==> config.mk <==
export PLATFORM = sky130hd
export DESIGN_NAME = melody_sequencer
export DESIGN_NICKNAME = d
export VERILOG_FILES = /design/src/rtl/melody_sequencer.sv
export SDC_FILE = /design/constraint.sdc
export NUM_CORES = 1
export LEC_CHECK = 0
export BUFFER_PORTS_ARGS = -buffer_cell sky130_fd_sc_hd__buf_2
export CAP_MARGIN = 20
export CORE_MARGIN = 2
export CORE_UTILIZATION = 53
export DETAILED_ROUTE_END_ITERATION = 12
export GPL_ROUTABILITY_DRIVEN = 0
export GPL_TIMING_DRIVEN = 1
export HOLD_SLACK_MARGIN = 0.03
export PLACE_DENSITY = 0.74
export SETUP_SLACK_MARGIN = 0.2
export SLEW_MARGIN = 10
export SYNTH_ARGS = -nofsm -noshare
export SYNTH_HDL_FRONTEND = slang
export SYNTH_SLANG_ARGS = --single-unit
==> constraint.sdc <==
create_clock -name clk -period 4.2 [get_ports clk]
set_input_delay 1.05 -clock clk [delete_from_list [all_inputs] [get_ports clk]]
set_output_delay 1.05 -clock clk [all_outputs]
set_load 0.05 [all_outputs]
==> src/rtl/melody_sequencer.sv <==
// Note-ROM melody player feeding the Buzzer music_scale input.
// Each entry is a timed note followed by a fixed articulation gap.
module melody_sequencer #(
  parameter int TICK_CYCLES = 6_250_000,
  parameter int GAP_CYCLES  = 500_000
) (
  input  logic       clk,
  input  logic       rst_n,
  input  logic       i_start,
  input  logic [1:0] i_song_sel,
  input  logic       i_loop,
  input  logic       i_stop,
  output logic [5:0] o_music_scale,
  output logic       o_busy,
  output logic       o_done
);

  localparam int CW = $clog2(15 * TICK_CYCLES + 1);

  localparam logic [1:0] S_IDLE  = 2'd0;
  localparam logic [1:0] S_FETCH = 2'd1;
  localparam logic [1:0] S_NOTE  = 2'd2;
  localparam logic [1:0] S_GAP   = 2'd3;

  localparam logic [CW-1:0] TICK_W   = CW'(TICK_CYCLES);
  localparam logic [CW-1:0] GAP_ADJ  = CW'(GAP_CYCLES + 1);
  localparam logic [CW-1:0] GAP_LAST = CW'(GAP_CYCLES - 1);

  logic [1:0]    state;
  logic [3:0]    addr;
  logic [3:0]    base;
  logic          loop_q;
  logic [CW-1:0] cnt;
  logic [CW-1:0] note_last;

  logic [9:0]    rom_word;
  logic [5:0]    rom_note;
  logic [3:0]    rom_dur;
  logic [3:0]    sel_base;
  logic [CW-1:0] dur_last;

  always_comb begin
    rom_word = 10'd0;
    case (addr)
      4'd0:    rom_word = {6'd8,  4'd2};
      4'd1:    rom_word = {6'd9,  4'd2};
      4'd2:    rom_word = {6'd10, 4'd2};
      4'd3:    rom_word = {6'd8,  4'd2};
      4'd5:    rom_word = {6'd12, 4'd1};
      4'd6:    rom_word = {6'd10, 4'd1};
      4'd7:    rom_word = {6'd8,  4'd4};
      4'd9:    rom_word = {6'd15, 4'd1};
      default: rom_word = 10'd0;
    endcase
  end

  assign rom_note = rom_word[9:4];
  assign rom_dur  = rom_word[3:0];

  // Last count of the audible part: dur*TICK - GAP clocks.
  assign dur_last = CW'(rom_dur) * TICK_W - GAP_ADJ;

  always_comb begin
    sel_base = 4'd0;
    case (i_song_sel)
      2'd0:    sel_base = 4'd0;
      2'd1:    sel_base = 4'd5;
      2'd2:    sel_base = 4'd9;
      default: sel_base = 4'd11;
    endcase
  end

  always_ff @(posedge clk or negedge rst_n) begin
    if (!rst_n) begin
      state         <= S_IDLE;
      addr          <= 4'd0;
      base          <= 4'd0;
      loop_q        <= 1'b0;
      cnt           <= '0;
      note_last     <= '0;
      o_music_scale <= 6'd0;
      o_busy        <= 1'b0;
      o_done        <= 1'b0;
    end else begin
      o_done <= 1'b0;
      if (i_stop) begin
        state         <= S_IDLE;
        cnt           <= '0;
        o_music_scale <= 6'd0;
        o_busy        <= 1'b0;
      end else if (i_start) begin
        state         <= S_FETCH;
        addr          <= sel_base;
        base          <= sel_base;
        loop_q        <= i_loop;
        cnt           <= '0;
        o_music_scale <= 6'd0;
        o_busy        <= 1'b1;
      end else begin
        unique case (state)
          S_FETCH: begin
            cnt <= '0;
            if (rom_dur != 4'd0) begin
              state         <= S_NOTE;
              note_last     <= dur_last;
              o_music_scale <= rom_note;
            end else if (loop_q && addr != base) begin
              addr <= base;
            end else begin
              // Empty song ends here even with loop set.
              state  <= S_IDLE;
              o_busy <= 1'b0;
              o_done <= 1'b1;
            end
          end
          S_NOTE: begin
            if (cnt == note_last) begin
              state         <= S_GAP;
              cnt           <= '0;
              o_music_scale <= 6'd0;
            end else begin
              cnt <= cnt + CW'(1);
            end
          end
          S_GAP: begin
            if (cnt == GAP_LAST) begin
              state <= S_FETCH;
              addr  <= addr + 4'd1;
              cnt   <= '0;
            end else begin
              cnt <= cnt + CW'(1);
            end
          end
          default: ;
        endcase
      end
    end
  end

endmodule

Word level (Yosys, flattened, before mapping)

Memory sizes are Yosys's and may differ from the RTL's.
Index checks and enable logic that the tools add are counted.

$add $sub $neg: 3
Multipliers: 1
Eq/ne operators: 17
Muxes and demuxes: 33
Bitwise gates (word level): 2
Reductions and logical operators: 13

Operators with widths:

| cell                                                                  | number |
|---|---|
| 27-bit 2-to-1 mux                                                     | 4 |
| 27-bit case mux with 3 select lines                                   | 1 |
| 27-bit by 1-bit adder with 27-bit output, second input constant       | 1 |
| 27-bit by 19-bit == test with 1-bit output, second input constant     | 1 |
| 27-bit == test                                                        | 1 |
| 27-bit by 19-bit subtractor with 27-bit output, second input constant | 1 |
| 6-bit 2-to-1 mux                                                      | 4 |
| 4-bit by 19-bit multiplier with 23-bit output, second input constant  | 1 |
| 4-bit 2-to-1 mux                                                      | 4 |
| 3-bit inequality test, second input constant                          | 5 |
| 2-bit 2-to-1 mux                                                      | 6 |
| 4-bit inequality test, second input constant                          | 3 |
| 4-bit case mux with 3 select lines                                    | 1 |
| 6-bit case mux with 2 select lines                                    | 1 |
| 1-bit 2-to-1 mux                                                      | 10 |
| 4-bit case mux with 2 select lines                                    | 1 |
| 4-bit AND reduction                                                   | 2 |
| 4-bit nonzero test                                                    | 2 |
| 2-bit == test, second input constant                                  | 3 |
| 2-bit case mux with 3 select lines                                    | 1 |
| 3-bit AND reduction                                                   | 2 |
| 3-bit nonzero test                                                    | 2 |
| 5-bit inequality test, second input constant                          | 1 |
| 5-bit AND reduction                                                   | 1 |
| other kinds (8)                                                       | 10 |

Register bits: 73
Bits in read-only memories: 112
Input bits: 7
Output and inout bits: 8
Memories kept: 1

Memories:

| memory           | words | bits a word | read ports | clocked after memory_dff | write ports | line | text |
|---|---|---|---|---|---|---|---|
| (name not given) | 16    | 7           | 1          | 0                        | 0           | 44   | `case (addr)` |

Logic depth before layout (Yosys ltp)

Gate-level depths: netlist (run 1).

Depth in word-level cells: 7
Mapped depth: 17
Depth with buffers taken out: 15

Worst setup path after synthesis (run 1)

Ideal clock, no wire load.

Kind: reg2reg
Start point: register addr[0]
End point: register note_last[26]
Setup time: 0.104 ns
Arrival time: 4.090 ns
Path slack: 0.007 ns
Stages on the path, launching flop included: 15
Buffers on the path: 0
Path through: dfrtp_1 -> inv_1 -> ha_1 -> nand2_1 -> o21ai_0 -> ha_1 -> ha_1 -> inv_1 -> fa_1 -> nand4b_1 -> a211oi_1 -> nor3_1 -> a211o_1 -> or3_1 -> o41ai_2

Word-level cells in the longest chain between the ends: 3

Ends and longest elaborated chain:

| what                                                                                  | line    | text |
|---|---|---|
| start: declaration                                                                    | 30      | `logic [3:0] addr;` |
| start signal: assignment                                                              | 93      | `addr <= sel_base;` |
| start signal: assignment                                                              | 108     | `addr <= base;` |
| start signal: assignment                                                              | 128     | `addr <= addr + 4'd1;` |
| memory read 16 x 7 bit *                                                              | n/a     |  |
| 4-bit by 19-bit multiplier with 23-bit output or 4-bit nonzero test (tied branches)   | 61, 103 |  |
| 27-bit by 19-bit subtractor with 27-bit output or 4-bit AND reduction (tied branches) | n/a     |  |
| end signal: assignment                                                                | 105     | `note_last <= dur_last;` |
| end: declaration                                                                      | 34      | `logic [CW-1:0] note_last;` |

Every way passes the cells marked *; elsewhere a longest branch is shown, timed or not.
A chain may end at the register's enable or synchronous reset.

Final worst setup path (run 1)

Start point: register addr[0]
End point: register note_last[25]

Same word-level chain as after synthesis.

==> results of run 1 <==
==> what timing repair did <==
item,in CTS,in global routing
hold buffers,0,0
pin swaps,0,9
setup endpoints to repair,6,6
cloned,0,0
setup buffers,0,6
resized for setup,2,23
==> routing by layer <==
metal  global-route usage  up-vias
met3               0.0461       13
met4               0.0506        0
li1                     -     1975
met5                    0        -
met1                0.319     1979
met2                0.373      108
==> path summary, 6_finish.rpt <==
check                                      start          endpoint  cells after the start
worst min register to register  o_music_scale[2]  o_music_scale[2]                      1
worst max register to register           addr[0]     note_last[25]                     16
min in group asynchronous                  rst_n           cnt[22]                      1
worst max-delay path                     addr[0]     note_last[25]                     16
max in group asynchronous                  rst_n           addr[2]                      3
worst min-delay path            o_music_scale[2]  o_music_scale[2]                      1
==> metrics by stage <==
step / cells / setup WS (ps) / instance area, sq um / utilization / hold slack (ps)
6_report: 669 / 355 / 5300 / 0.607 / 490
5_1_grt: 669 / 176 / 5300 / 0.607 / 522
4_1_cts: 662 / 140 / 5100 / 0.585 / 489
3_5_place_dp: 646 / 113 / 4890 / 0.561 / 472
3_3_place_gp: 646 / 209 / 4890 / 0.561 / 460
2_1_floorplan: 547 / 249 / 4770 / - / 458
==> placed cells by master (no fill, tap or decap), types with 4 or more instances in the layout <==
cell                       instances
sky130_fd_sc_hd__a211oi_1          7
sky130_fd_sc_hd__a21o_1            8
sky130_fd_sc_hd__a21oi_1          35
sky130_fd_sc_hd__a22o_1            7
sky130_fd_sc_hd__a31oi_1          17
sky130_fd_sc_hd__and3_1            4
sky130_fd_sc_hd__buf_2            12
sky130_fd_sc_hd__buf_4            21
sky130_fd_sc_hd__clkbuf_8         11
sky130_fd_sc_hd__dfrtp_1          63
sky130_fd_sc_hd__ha_1             18
sky130_fd_sc_hd__ha_4              8
sky130_fd_sc_hd__inv_1            24
sky130_fd_sc_hd__mux2_2            6
sky130_fd_sc_hd__nand2_1          50
sky130_fd_sc_hd__nand2b_1         12
sky130_fd_sc_hd__nand3_1          28
sky130_fd_sc_hd__nand4_1           6
sky130_fd_sc_hd__nor2_1           28
sky130_fd_sc_hd__nor2b_1           4
sky130_fd_sc_hd__nor3_1            7
sky130_fd_sc_hd__nor4_1            9
sky130_fd_sc_hd__o211ai_1          5
sky130_fd_sc_hd__o21ai_0          35
sky130_fd_sc_hd__or3_1             8
sky130_fd_sc_hd__xnor2_1          13
sky130_fd_sc_hd__xor2_1           34
==> logic make-up after synthesis <==
group | synth area share
compound gates | 0.205
xor+xnor | 0.0884
fa+ha+maj | 0.0805
buf+inv | 0.0584
flops | 0.347
mux | 0.0205
other cells | 0.000789
simple gates | 0.199
==> state kept, by name, indices dropped and copies added, names as in the netlist <==
signal / count
addr: 4
base: 4
cnt: 27
loop_q: 1
note_last: 22
o_busy: 1
o_done: 1
o_music_scale: 4
state: 2
==> worst max-delay path: stages (launching register included) <==
cell and delay, ps:
sky130_fd_sc_hd__dfrtp_2 420, sky130_fd_sc_hd__inv_1 90, sky130_fd_sc_hd__ha_1 300, sky130_fd_sc_hd__nand2_1 50
sky130_fd_sc_hd__o21ai_1 130, sky130_fd_sc_hd__buf_4 200, sky130_fd_sc_hd__ha_2 250, sky130_fd_sc_hd__ha_4 170
sky130_fd_sc_hd__inv_1 60, sky130_fd_sc_hd__fa_2 420, sky130_fd_sc_hd__nand4b_1 260, sky130_fd_sc_hd__a211oi_2 370
sky130_fd_sc_hd__nor3_2 90, sky130_fd_sc_hd__a211o_1 290, sky130_fd_sc_hd__nor4b_2 320, sky130_fd_sc_hd__xnor2_1 160
sky130_fd_sc_hd__o21ai_0 90
==> power by group through the flow <==
stage          combinational, uW  sequential [uW]  clock, uW
2_1_floorplan               1000              854          0
3_5_place_dp                1290              875          0
5_1_grt                     1610              883        541
3_3_place_gp                1260              868          0
6_report                    1470              867        507
4_1_cts                     1310              862        515
==> cell type report <==
cell class	instances	area (sq um)	share of cell area
clock buffers	11	151	0.0286
clock inverters	5	37.5	0.00709
inverters	25	93.8	0.0177
multi-input cells	420	2980	0.564
flip-flops and latches	66	1660	0.313
well taps	108	135	0.0255
repair buffers	34	238	0.0449
==> out/results.env, run 1 <==
DIE_W_MICRONS=98.7
FINAL_COUNT_OF_HOLD_TIMING_VIOLATIONS=0
YS_TOP_CELLS_BY_COUNT='sky130_fd_sc_hd__dfrtp_1 (66), sky130_fd_sc_hd__nand2_1 (50), sky130_fd_sc_hd__o21ai_0 (36)'
FLOORPLAN.IO_PINS=15
TOTAL_POWER_uW=2840
SYNTH_AREA_PER_CELL_SQ_UM=8.71
MAXSLEWHEADROOM=0.325
NETSWITCHINGPOWER_uW=1210
SW_FRAC_OF_TOTAL=0.424
PERIOD_MINUS_SLACK_PS=3850
FLOORPLAN.ROWS=34
DIE-AREA_SQ_UM=9750
LAYOUT.NETS=593
FINALSETUPTNS_PS=0
CTS-ROOT-TO-SINK-BUFFERS=2
LAYOUT.FILLER_CELLS=724
CLKPWRFRAC=0.178
CLOCK_TREE_FROM_TRITONCTS='done'
DESIGN.CORE.AREA_SQ_UM=8720
WORST_HOLD_PATH_TYPE='reg2reg'
RSZ0062_AT_GRT='no'
GRT_START_MAX_NET_PINS=47
GRT_USE_TOTAL=0.229
CLOCK-ROOT-BUFFER='sky130_fd_sc_hd__clkbuf_8'
SYN_INST=546
FLOW.AREA_GROWTH_FROM_SYNTHESIS_PCT=11.3
CLOCK_BUFFERS_CREATED_BY_TRITONCTS=9
P_INT_uW=1640
COMB_POWER_SHARE=0.517
CRITICAL_PATH_ARRIVAL_PS=4020
DETAIL_ROUTE.FIRST_PASS.ITERATIONS=5
ANTENNA_VIOLATIONS_BEFORE_REPAIR=0
SYNTH.TOP_CELLS.BY_AREA='sky130_fd_sc_hd__dfrtp_1 (35%), sky130_fd_sc_hd__ha_1 (7.6%), sky130_fd_sc_hd__xor2_1 (6.4%)'
FINAL.SETUP_SKEW_PS=13.9
CRITICALPATHCATEGORY='reg2reg'
FINAL_ANTENNA_NET_COUNT=0
SYNTH-EDFF-COUNT=0
DRT-WIRELENGTH-PER-CELL_MICRONS=16.8
GRT_PASS1_WL_MICRONS=18500
NUMPORTBUFFERS=12
YOSYS_REG_BITS=66
SYNTHDISTINCTLIBCELLS=66
VIAS_PER_CELL=6.09
PATH_MAX_FANOUT=9
OUTCOME='complete, no violations'
MOST_FREQUENT_CELL_AFTER_SYNTHESIS='sky130_fd_sc_hd__dfrtp_1'
R2R_SLACK_PS=350
STARTING_DENSITY_OF_THE_CORE=0.545
DP_HPWL_MICRONS=7970
CLK_PIN_SLEW_PS=70
POWER.SEQUENTIAL.FRACTION=0.305
CTS.SINKS=66
POWER.STATIC_LEAKAGE_uW=0.00239
POST-SYNTH-TOP-AREA-CELL='sky130_fd_sc_hd__dfrtp_1'
REPORT.FINAL.SLEW_VIOL_COUNT=0
ROUTED-VIA-COUNT=4075
MAXCAPVIOLATIONS=0
CRITICAL_PATH.ENDPOINT_TYPE='flip-flop'
FINAL.PERIOD_UTILIZATION=0.916
DETAIL_ROUTE.WIRELENGTH_MICRONS=11200
POST_SYNTH_ARST_SHARE=1.00
ACHIEVABLE_FREQ_MHz=260
GLOBALROUTE.TOTALOVERFLOW=0
SYNTHESIS.YOSYS.WARNINGS=0
FIRST_GLOBAL_VIAS=3781
WORST-ENDPOINT-REQUIRED_PS=4380
SYNTH_FLOP_CELL='sky130_fd_sc_hd__dfrtp_1'
HTREE_LEVELS=3
DIE_HT_MICRONS=98.7
WL_MET3_MICRONS=448
SETUP_VIOL_COUNT_FINAL=0
DRIVE_GT1_FRAC=0.168
SYNTH_TOP_CELL_AREA_SHARE=0.347
TOP_SIGNAL_LAYER_USED='met4'
WL_MET2_MICRONS=5380
IR_WORST_VDD_mV=0.525
SYNTH_AREA_SQ_UM=4760
INSERTION_DELAY_PS=350
DRCVIOLATIONCOUNT=0
ITERATION_0_DRC_COUNT_OF_THE_DETAILED_ROUTER=247
POWER.DENSITY_CELL_AREA_nW_PER_UM2=537
CRITPATHLAUNCHTYPE='flip-flop'
SEQ_AREA_FRAC_SYNTH=0.347
ACTUAL_SLEW_AT_THE_WORST_MAX_SLEW_PIN_PS=1010
NUM_ANTENNA_CELLS=0
DRT-MET1-WL_MICRONS=5270
Power figures use the tool's default switching activity.
==> inputs of run 2 (changes only) <==
CTS_BUF_LIST = sky130_fd_sc_hd__clkbuf_16   (was default)
SLEW_MARGIN = 30   (was 10)
==> out/results.env, run 2 (synthesis results as in run 1) <==
OUTCOME='complete, no violations'
FINAL.SETUP_SKEW_PS=7.37  # -6.52 ps
WORST_REG2REG_STARTPOINT='addr[0]'
CLKPWRFRAC=0.233  # +0.055
INSERTION_DELAY_PS=330  # -20 ps
CLOCK_TREE_FROM_TRITONCTS='done'
CLOCK-ROOT-BUFFER='sky130_fd_sc_hd__clkbuf_16'
WORST_HOLD_PATH_TYPE='reg2reg'
TIMING.CRITICAL_PATH.SLOWEST_CELL_DELAY_PS=490  # +70 ps
GRT_USE_TOTAL=0.236  # +0.00675
PERIOD_MINUS_SLACK_PS=3800  # -45.9 ps
COMB_POWER_SHARE=0.472  # -0.045
CRITICAL_PATH.REG2REG.ENDPOINT='note_last[24]'
ITERATION_0_DRC_COUNT_OF_THE_DETAILED_ROUTER=246  # -0.40%
NUM_ANTENNA_CELLS=0  # unchanged
HOLDPATHEND='o_music_scale[2]'
WHS_PS=486  # -4.57 ps
FINAL_CRITICAL_PATH_SETUP_SLACK_PS=401  # +45.9 ps
CRITICAL_PATH_ARRIVAL_PS=4040  # +20 ps
NUMPORTBUFFERS=12  # unchanged
DRIVE_GT1_FRAC=0.142  # -0.0255
DETAIL_ROUTE.FIRST_PASS.ITERATIONS=5  # unchanged
NETSWITCHINGPOWER_uW=1210  # +0.35%
CRITPATHTOPFAMILY='adder cells'
FLOW.AREA_GROWTH_FROM_SYNTHESIS_PCT=10.3
CLOCK_BUFFERS_CREATED_BY_TRITONCTS=9  # unchanged
ACHIEVABLE_FREQ_MHz=263  # +1.2%
FLOORPLAN.IO_PINS=15  # unchanged
R2R_SLACK_PS=400  # +50 ps
POWER.DENSITY_CELL_AREA_nW_PER_UM2=559  # +4.0%
REPORT.FINAL.SLEW_VIOL_COUNT=0  # unchanged
LAYOUT.NETS=588  # -0.84%
WORST_HOLD_PATH_STARTPOINT='o_music_scale[2]'
DETAIL_ROUTE.WIRELENGTH_MICRONS=11300  # +0.55%
ROUTED-VIA-COUNT=4070  # -0.12%
IR_WORST_VDD_mV=0.547  # +4.1%
REGISTERS.TOP_BY_FF_COUNT='cnt'
HTREE_LEVELS=3  # unchanged
PATH_MAX_FANOUT=13  # +4
CRITPATHLAUNCHTYPE='flip-flop'
CRIT_PATH_FREQUENT_CELL='sky130_fd_sc_hd__ha_1'
VIAS_PER_CELL=6.13  # +0.63%
GLOBALROUTE.TOTALOVERFLOW=0  # unchanged
ANTENNA_VIOLATIONS_BEFORE_REPAIR=0  # unchanged
CTS.SINKS=66  # unchanged
DESIGN.CORE.AREA_SQ_UM=8720  # unchanged
FIRST_GLOBAL_VIAS=3841  # +1.6%
CP_SLOWEST_CELL='sky130_fd_sc_hd__ha_2'
POST-PLACE-WS_PS=113  # unchanged
POWER.STATIC_LEAKAGE_uW=0.00241  # +0.59%
WORST-ENDPOINT-REQUIRED_PS=4440  # +60 ps
FINALSETUPTNS_PS=0  # unchanged
WORST-PATH-BUF-INV=1  # -2
BIGGEST_REGS='cnt x27, note_last x22'
DRCVIOLATIONCOUNT=0  # unchanged
DP_HPWL_MICRONS=7970  # about the same
MAXCAPVIOLATIONS=0  # unchanged
GRT_PASS1_WL_MICRONS=18900  # +2.5%
FINAL_ANTENNA_NET_COUNT=0  # unchanged
CLK_PIN_SLEW_PS=60  # about the same
P_INT_uW=1720  # +5.1%
LARGEST_REGISTER_FFS=27  # unchanged
GRT_START_MAX_NET_PINS=47  # unchanged
STARTING_DENSITY_OF_THE_CORE=0.545  # unchanged
CTS-ROOT-TO-SINK-BUFFERS=2  # unchanged
CRITICAL_PATH.ENDPOINT_TYPE='flip-flop'
ORDERED_CELL_LIST_FOR_THE_CRITICAL_PATH='ha_1 > ha_1 > nand2b_4 > inv_2 > ha_1 > ha_1 > or2_2 > ha_2 > nand3_1 > o211a_1 > or3_1 > a32oi_2 > a211oi_1 > xnor2_1 > o21ai_0'
FLOORPLAN.ROWS=34  # unchanged
FINAL_COUNT_OF_HOLD_TIMING_VIOLATIONS=0  # unchanged
COMMONEST_NON_FILL_NON_TAP_CELLS_IN_THE_LAYOUT='sky130_fd_sc_hd__dfrtp_1 (64), sky130_fd_sc_hd__nand2_1 (50), sky130_fd_sc_hd__a21oi_1 (35), sky130_fd_sc_hd__o21ai_0 (35), sky130_fd_sc_hd__xor2_1 (34)'
DIE_W_MICRONS=98.7  # unchanged
SW_FRAC_OF_TOTAL=0.413  # -0.0112
MAXSLEWHEADROOM=0.431  # +0.107
DRT-WIRELENGTH-PER-CELL_MICRONS=17.0  # +1.3%
SETUP_VIOL_COUNT_FINAL=0  # unchanged
RSZ0062_AT_GRT='yes'
DIE-AREA_SQ_UM=9750  # unchanged
ACTUAL_SLEW_AT_THE_WORST_MAX_SLEW_PIN_PS=842  # -168 ps
FINAL.PERIOD_UTILIZATION=0.905  # -0.0109
POWER.SEQUENTIAL.FRACTION=0.296  # -0.009
CRITICALPATHCATEGORY='reg2reg'
COMMONEST_NON_FILL_NON_TAP_CELL_IN_THE_LAYOUT='sky130_fd_sc_hd__dfrtp_1'
DIE_HT_MICRONS=98.7  # unchanged
REG2REG_DEPTH=15  # -1
HOLD-PATH-CELL-COUNT=1  # unchanged
run 2: cell count changes in the layout (fill, tap and decap cells not counted), moves of 2 or more:
cell	previous run	this run
sky130_fd_sc_hd__clkbuf_8	11	0
sky130_fd_sc_hd__clkbuf_16	0	9
sky130_fd_sc_hd__ha_1	18	25
sky130_fd_sc_hd__ha_4	8	2
sky130_fd_sc_hd__buf_4	21	18
sky130_fd_sc_hd__clkinv_1	0	2
run 2: worst max-delay path by stage:
stage,startpoint,endpoint,slack [ps],cells after the start
floorplan,addr[3],note_last[26],250,14
global placement,addr[0],note_last[26],210,14
detailed placement,addr[0],note_last[26],110,14
CTS,addr[0],note_last[26],200,14
global route,addr[0],note_last[19],170,16
finish,addr[0],note_last[24],400,15
run 2: power groups by stage:
stage | Clock (uW) | Sequential, uW | Combinational (uW)
4_1_cts | 692 | 864 | 1320
3_5_place_dp | 0 | 875 | 1290
5_1_grt | 720 | 883 | 1530
3_3_place_gp | 0 | 868 | 1260
2_1_floorplan | 0 | 854 | 1000
6_report | 682 | 867 | 1380
run 2: area by class of cell:
class                           instances  area (sq um)
Timing Repair Buffer                   29           190
Clock inverter                          7          45.0
Fill cell                             749          3470
Tap cell                              108           135
Sequential cell                        66          1650
Multi-Input combinational cell        420          2900
Inverter                               25          93.8
Clock buffer                            9           225
run 2: per-stage QoR:
step / instance area [sq um] / utilization / power, uW / instances
after global routing: 5250 / 0.602 / 3130 / 664
after floorplan: 4770 / - / 1860 / 547
final: 5250 / 0.602 / 2930 / 664
after detailed placement: 4900 / 0.562 / 2160 / 646
after CTS: 5200 / 0.596 / 2880 / 663
after global placement: 4890 / 0.561 / 2120 / 646
run 2: routing by layer:
layer / GRT usage / up-vias / share of wire
li1: - / 1975 / -
met1: 0.327 / 1941 / 0.46
met2: 0.373 / 131 / 0.47
met3: 0.0511 / 23 / 0.055
met4: 0.0717 / 0 / 0.019
met5: 0 / - / 0
run 2: what timing repair did:
item                                    in CTS  in global routing
hold endpoints to repair                     0                  0
resized for setup                            5                  8
endpoints found under the setup margin       6                  6
pin swaps                                    1                  4
hold buffers                                 0                  0
setup buffers                                1                  1
==> inputs of run 3 (changes only) <==
MAX_ROUTING_LAYER = met4   (was default)
==> out/results.env, run 3 (synthesis results as in run 1) <==
GRT_PASS1_WL_MICRONS=18900  # -0.15%
HTREE_LEVELS=3  # unchanged
DIE_HT_MICRONS=98.7  # unchanged
GLOBALROUTE.TOTALOVERFLOW=0  # unchanged
NUMPORTBUFFERS=12  # unchanged
BIGGEST_REGS='cnt x27, note_last x22'
MAXCAPVIOLATIONS=0  # unchanged
FINAL.PERIOD_UTILIZATION=0.906  # +0.00131
OUTCOME='complete, no violations'
DRT-WIRELENGTH-PER-CELL_MICRONS=17.0  # -0.19%
SETUP_VIOL_COUNT_FINAL=0  # unchanged
DETAIL_ROUTE.WIRELENGTH_MICRONS=11300  # -0.19%
VIAS_PER_CELL=6.06  # -1.2%
CTS-ROOT-TO-SINK-BUFFERS=2  # unchanged
CRITICAL_PATH_ARRIVAL_PS=3990  # -50 ps
COMMONEST_NON_FILL_NON_TAP_CELLS_IN_THE_LAYOUT='sky130_fd_sc_hd__dfrtp_1 (64), sky130_fd_sc_hd__nand2_1 (50), sky130_fd_sc_hd__a21oi_1 (35), sky130_fd_sc_hd__o21ai_0 (35), sky130_fd_sc_hd__xor2_1 (34)'
R2R_SLACK_PS=400  # about the same
POWER.STATIC_LEAKAGE_uW=0.00241  # unchanged
CTS.SINKS=66  # unchanged
DETAIL_ROUTE.FIRST_PASS.ITERATIONS=6  # +1
CRIT_PATH_FREQUENT_CELL='sky130_fd_sc_hd__ha_1'
NUM_ANTENNA_CELLS=0  # unchanged
ROUTED-VIA-COUNT=4023  # -1.2%
FLOORPLAN.ROWS=34  # unchanged
INSERTION_DELAY_PS=340  # about the same
CP_SLOWEST_CELL='sky130_fd_sc_hd__dfrtp_2'
ACTUAL_SLEW_AT_THE_WORST_MAX_SLEW_PIN_PS=834  # -8.55 ps
COMMONEST_NON_FILL_NON_TAP_CELL_IN_THE_LAYOUT='sky130_fd_sc_hd__dfrtp_1'
FINAL_CRITICAL_PATH_SETUP_SLACK_PS=395  # -5.50 ps
LAYOUT.NETS=588  # unchanged
CRITICALPATHCATEGORY='reg2reg'
MULTIINPUTGATEAREA_SQ_UM=2900  # unchanged
FINAL.SETUP_SKEW_PS=9.27  # +1.90 ps
REGISTERS.TOP_BY_FF_COUNT='cnt'
POST-PLACE-WS_PS=113  # unchanged
LAYOUT.FILLER_CELLS=749  # unchanged
IR_WORST_VDD_mV=0.547  # about the same
RSZ0062_AT_GRT='yes'
PERIOD_MINUS_SLACK_PS=3800  # +5.50 ps
CLOCK-ROOT-BUFFER='sky130_fd_sc_hd__clkbuf_16'
ITERATION_0_DRC_COUNT_OF_THE_DETAILED_ROUTER=201  # -18%
WORST_HOLD_PATH_TYPE='reg2reg'
DIE_W_MICRONS=98.7  # unchanged
TIMING.CRITICAL_PATH.SLOWEST_CELL_DELAY_PS=440  # -50 ps
REPORT.FINAL.SLEW_VIOL_COUNT=0  # unchanged
DRIVE_GT1_FRAC=0.142  # unchanged
FLOORPLAN.IO_PINS=15  # unchanged
CTS-HOLD-FIX-BUFFERS=0  # unchanged
DIE-AREA_SQ_UM=9750  # unchanged
CLOCK_TREE_FROM_TRITONCTS='done'
PATH_MAX_FANOUT=13  # unchanged
DESIGN.CORE.AREA_SQ_UM=8720  # unchanged
GRT_USE_TOTAL=0.243  # +0.00711
GRT_START_MAX_NET_PINS=47  # unchanged
FINAL_ANTENNA_NET_COUNT=0  # unchanged
FIRST_GLOBAL_VIAS=3837  # -0.10%
LARGEST_REGISTER_FFS=27  # unchanged
ACHIEVABLE_FREQ_MHz=263  # -0.14%
FINAL_COUNT_OF_HOLD_TIMING_VIOLATIONS=0  # unchanged
CLK_PIN_SLEW_PS=60  # about the same
TOTAL_POWER_uW=2930  # -0.11%
FINALSETUPTNS_PS=0  # unchanged
ORDERED_CELL_LIST_FOR_THE_CRITICAL_PATH='ha_1 > ha_1 > nand2b_4 > inv_2 > ha_1 > ha_1 > or2_2 > ha_2 > a21oi_1 > a211oi_2 > buf_4 > o32a_1 > a211o_1 > nor4b_2 > xnor2_1 > o21ai_0'
ANTENNA_VIOLATIONS_BEFORE_REPAIR=0  # unchanged
FINAL-INSTANCE-COUNT-EXCL-FILL=664  # unchanged
POWER.DENSITY_CELL_AREA_nW_PER_UM2=558  # -0.11%
DP_HPWL_MICRONS=7970  # unchanged
WORST-ENDPOINT-REQUIRED_PS=4390  # -50 ps
SEQ_AREA_SQ_UM=1650  # unchanged
STARTING_DENSITY_OF_THE_CORE=0.545  # unchanged
CRITICAL_PATH.ENDPOINT_TYPE='flip-flop'
CLOCK_BUFFERS_CREATED_BY_TRITONCTS=9  # unchanged
FLOW.AREA_GROWTH_FROM_SYNTHESIS_PCT=10.3  # unchanged
WHS_PS=486  # +0.502 ps
DPL.CELL_COUNT=646  # unchanged
DRCVIOLATIONCOUNT=0  # unchanged
MAXSLEWHEADROOM=0.437  # +0.00578
CRITPATHLAUNCHTYPE='flip-flop'
run 3: area by class of cell:
| cell class | count | area share |
|---|---|---|
| multi-input combinational | 420 | 0.553 |
| sequential | 66 | 0.315 |
| clock buffer | 9 | 0.0429 |
| timing repair buffer | 29 | 0.0362 |
| tap | 108 | 0.0258 |
| inverter | 25 | 0.0179 |
| clock inverter | 7 | 0.00858 |
run 3: worst paths after layout:
kind	start	end	cells past startpoint
worst min-delay path	o_music_scale[2]	o_music_scale[2]	1
worst min register to register	o_music_scale[2]	o_music_scale[2]	1
max in group asynchronous	rst_n	addr[1]	2
worst max register to register	addr[0]	note_last[25]	16
worst max-delay path	addr[0]	note_last[25]	16
min in group asynchronous	rst_n	cnt[20]	1
run 3: per-stage QoR:
step           area [sq um]  utilization
2_1_floorplan          4770            -
3_3_place_gp           4890        0.561
3_5_place_dp           4900        0.562
4_1_cts                5200        0.596
5_1_grt                5250        0.602
6_report               5250        0.602
run 3: critical path, delay by kind of cell (launching register included):
| family | cells | cell delay [ps] |
|---|---|---|
| xor gates and xnor gates | 1 | 150 |
| DFF | 1 | 440 |
| AOI/OAI and AO/OA | 5 | 1030 |
| buffers and inverters | 2 | 230 |
| and+or+nand+nor | 3 | 650 |
| adders and majority gates | 5 | 1160 |
run 3: power by group:
part           internal (uW)  switching, uW
clock network            397            285
logic                    566            814
registers                758            109
run 3: routing by layer:
layer	global-route usage	share of wire	vias up
met5	-	0	-
met3	0.0511	0.045	26
met2	0.373	0.48	110
met1	0.328	0.46	1912
met4	0.0717	0.018	0
li1	-	-	1975
run 3: repair_timing:
| item | in CTS | in global routing |
|---|---|---|
| setup endpoints to repair | 6 | 6 |
| setup buffers | 1 | 1 |
| gates resized for setup | 5 | 8 |
| pin swaps | 1 | 4 |
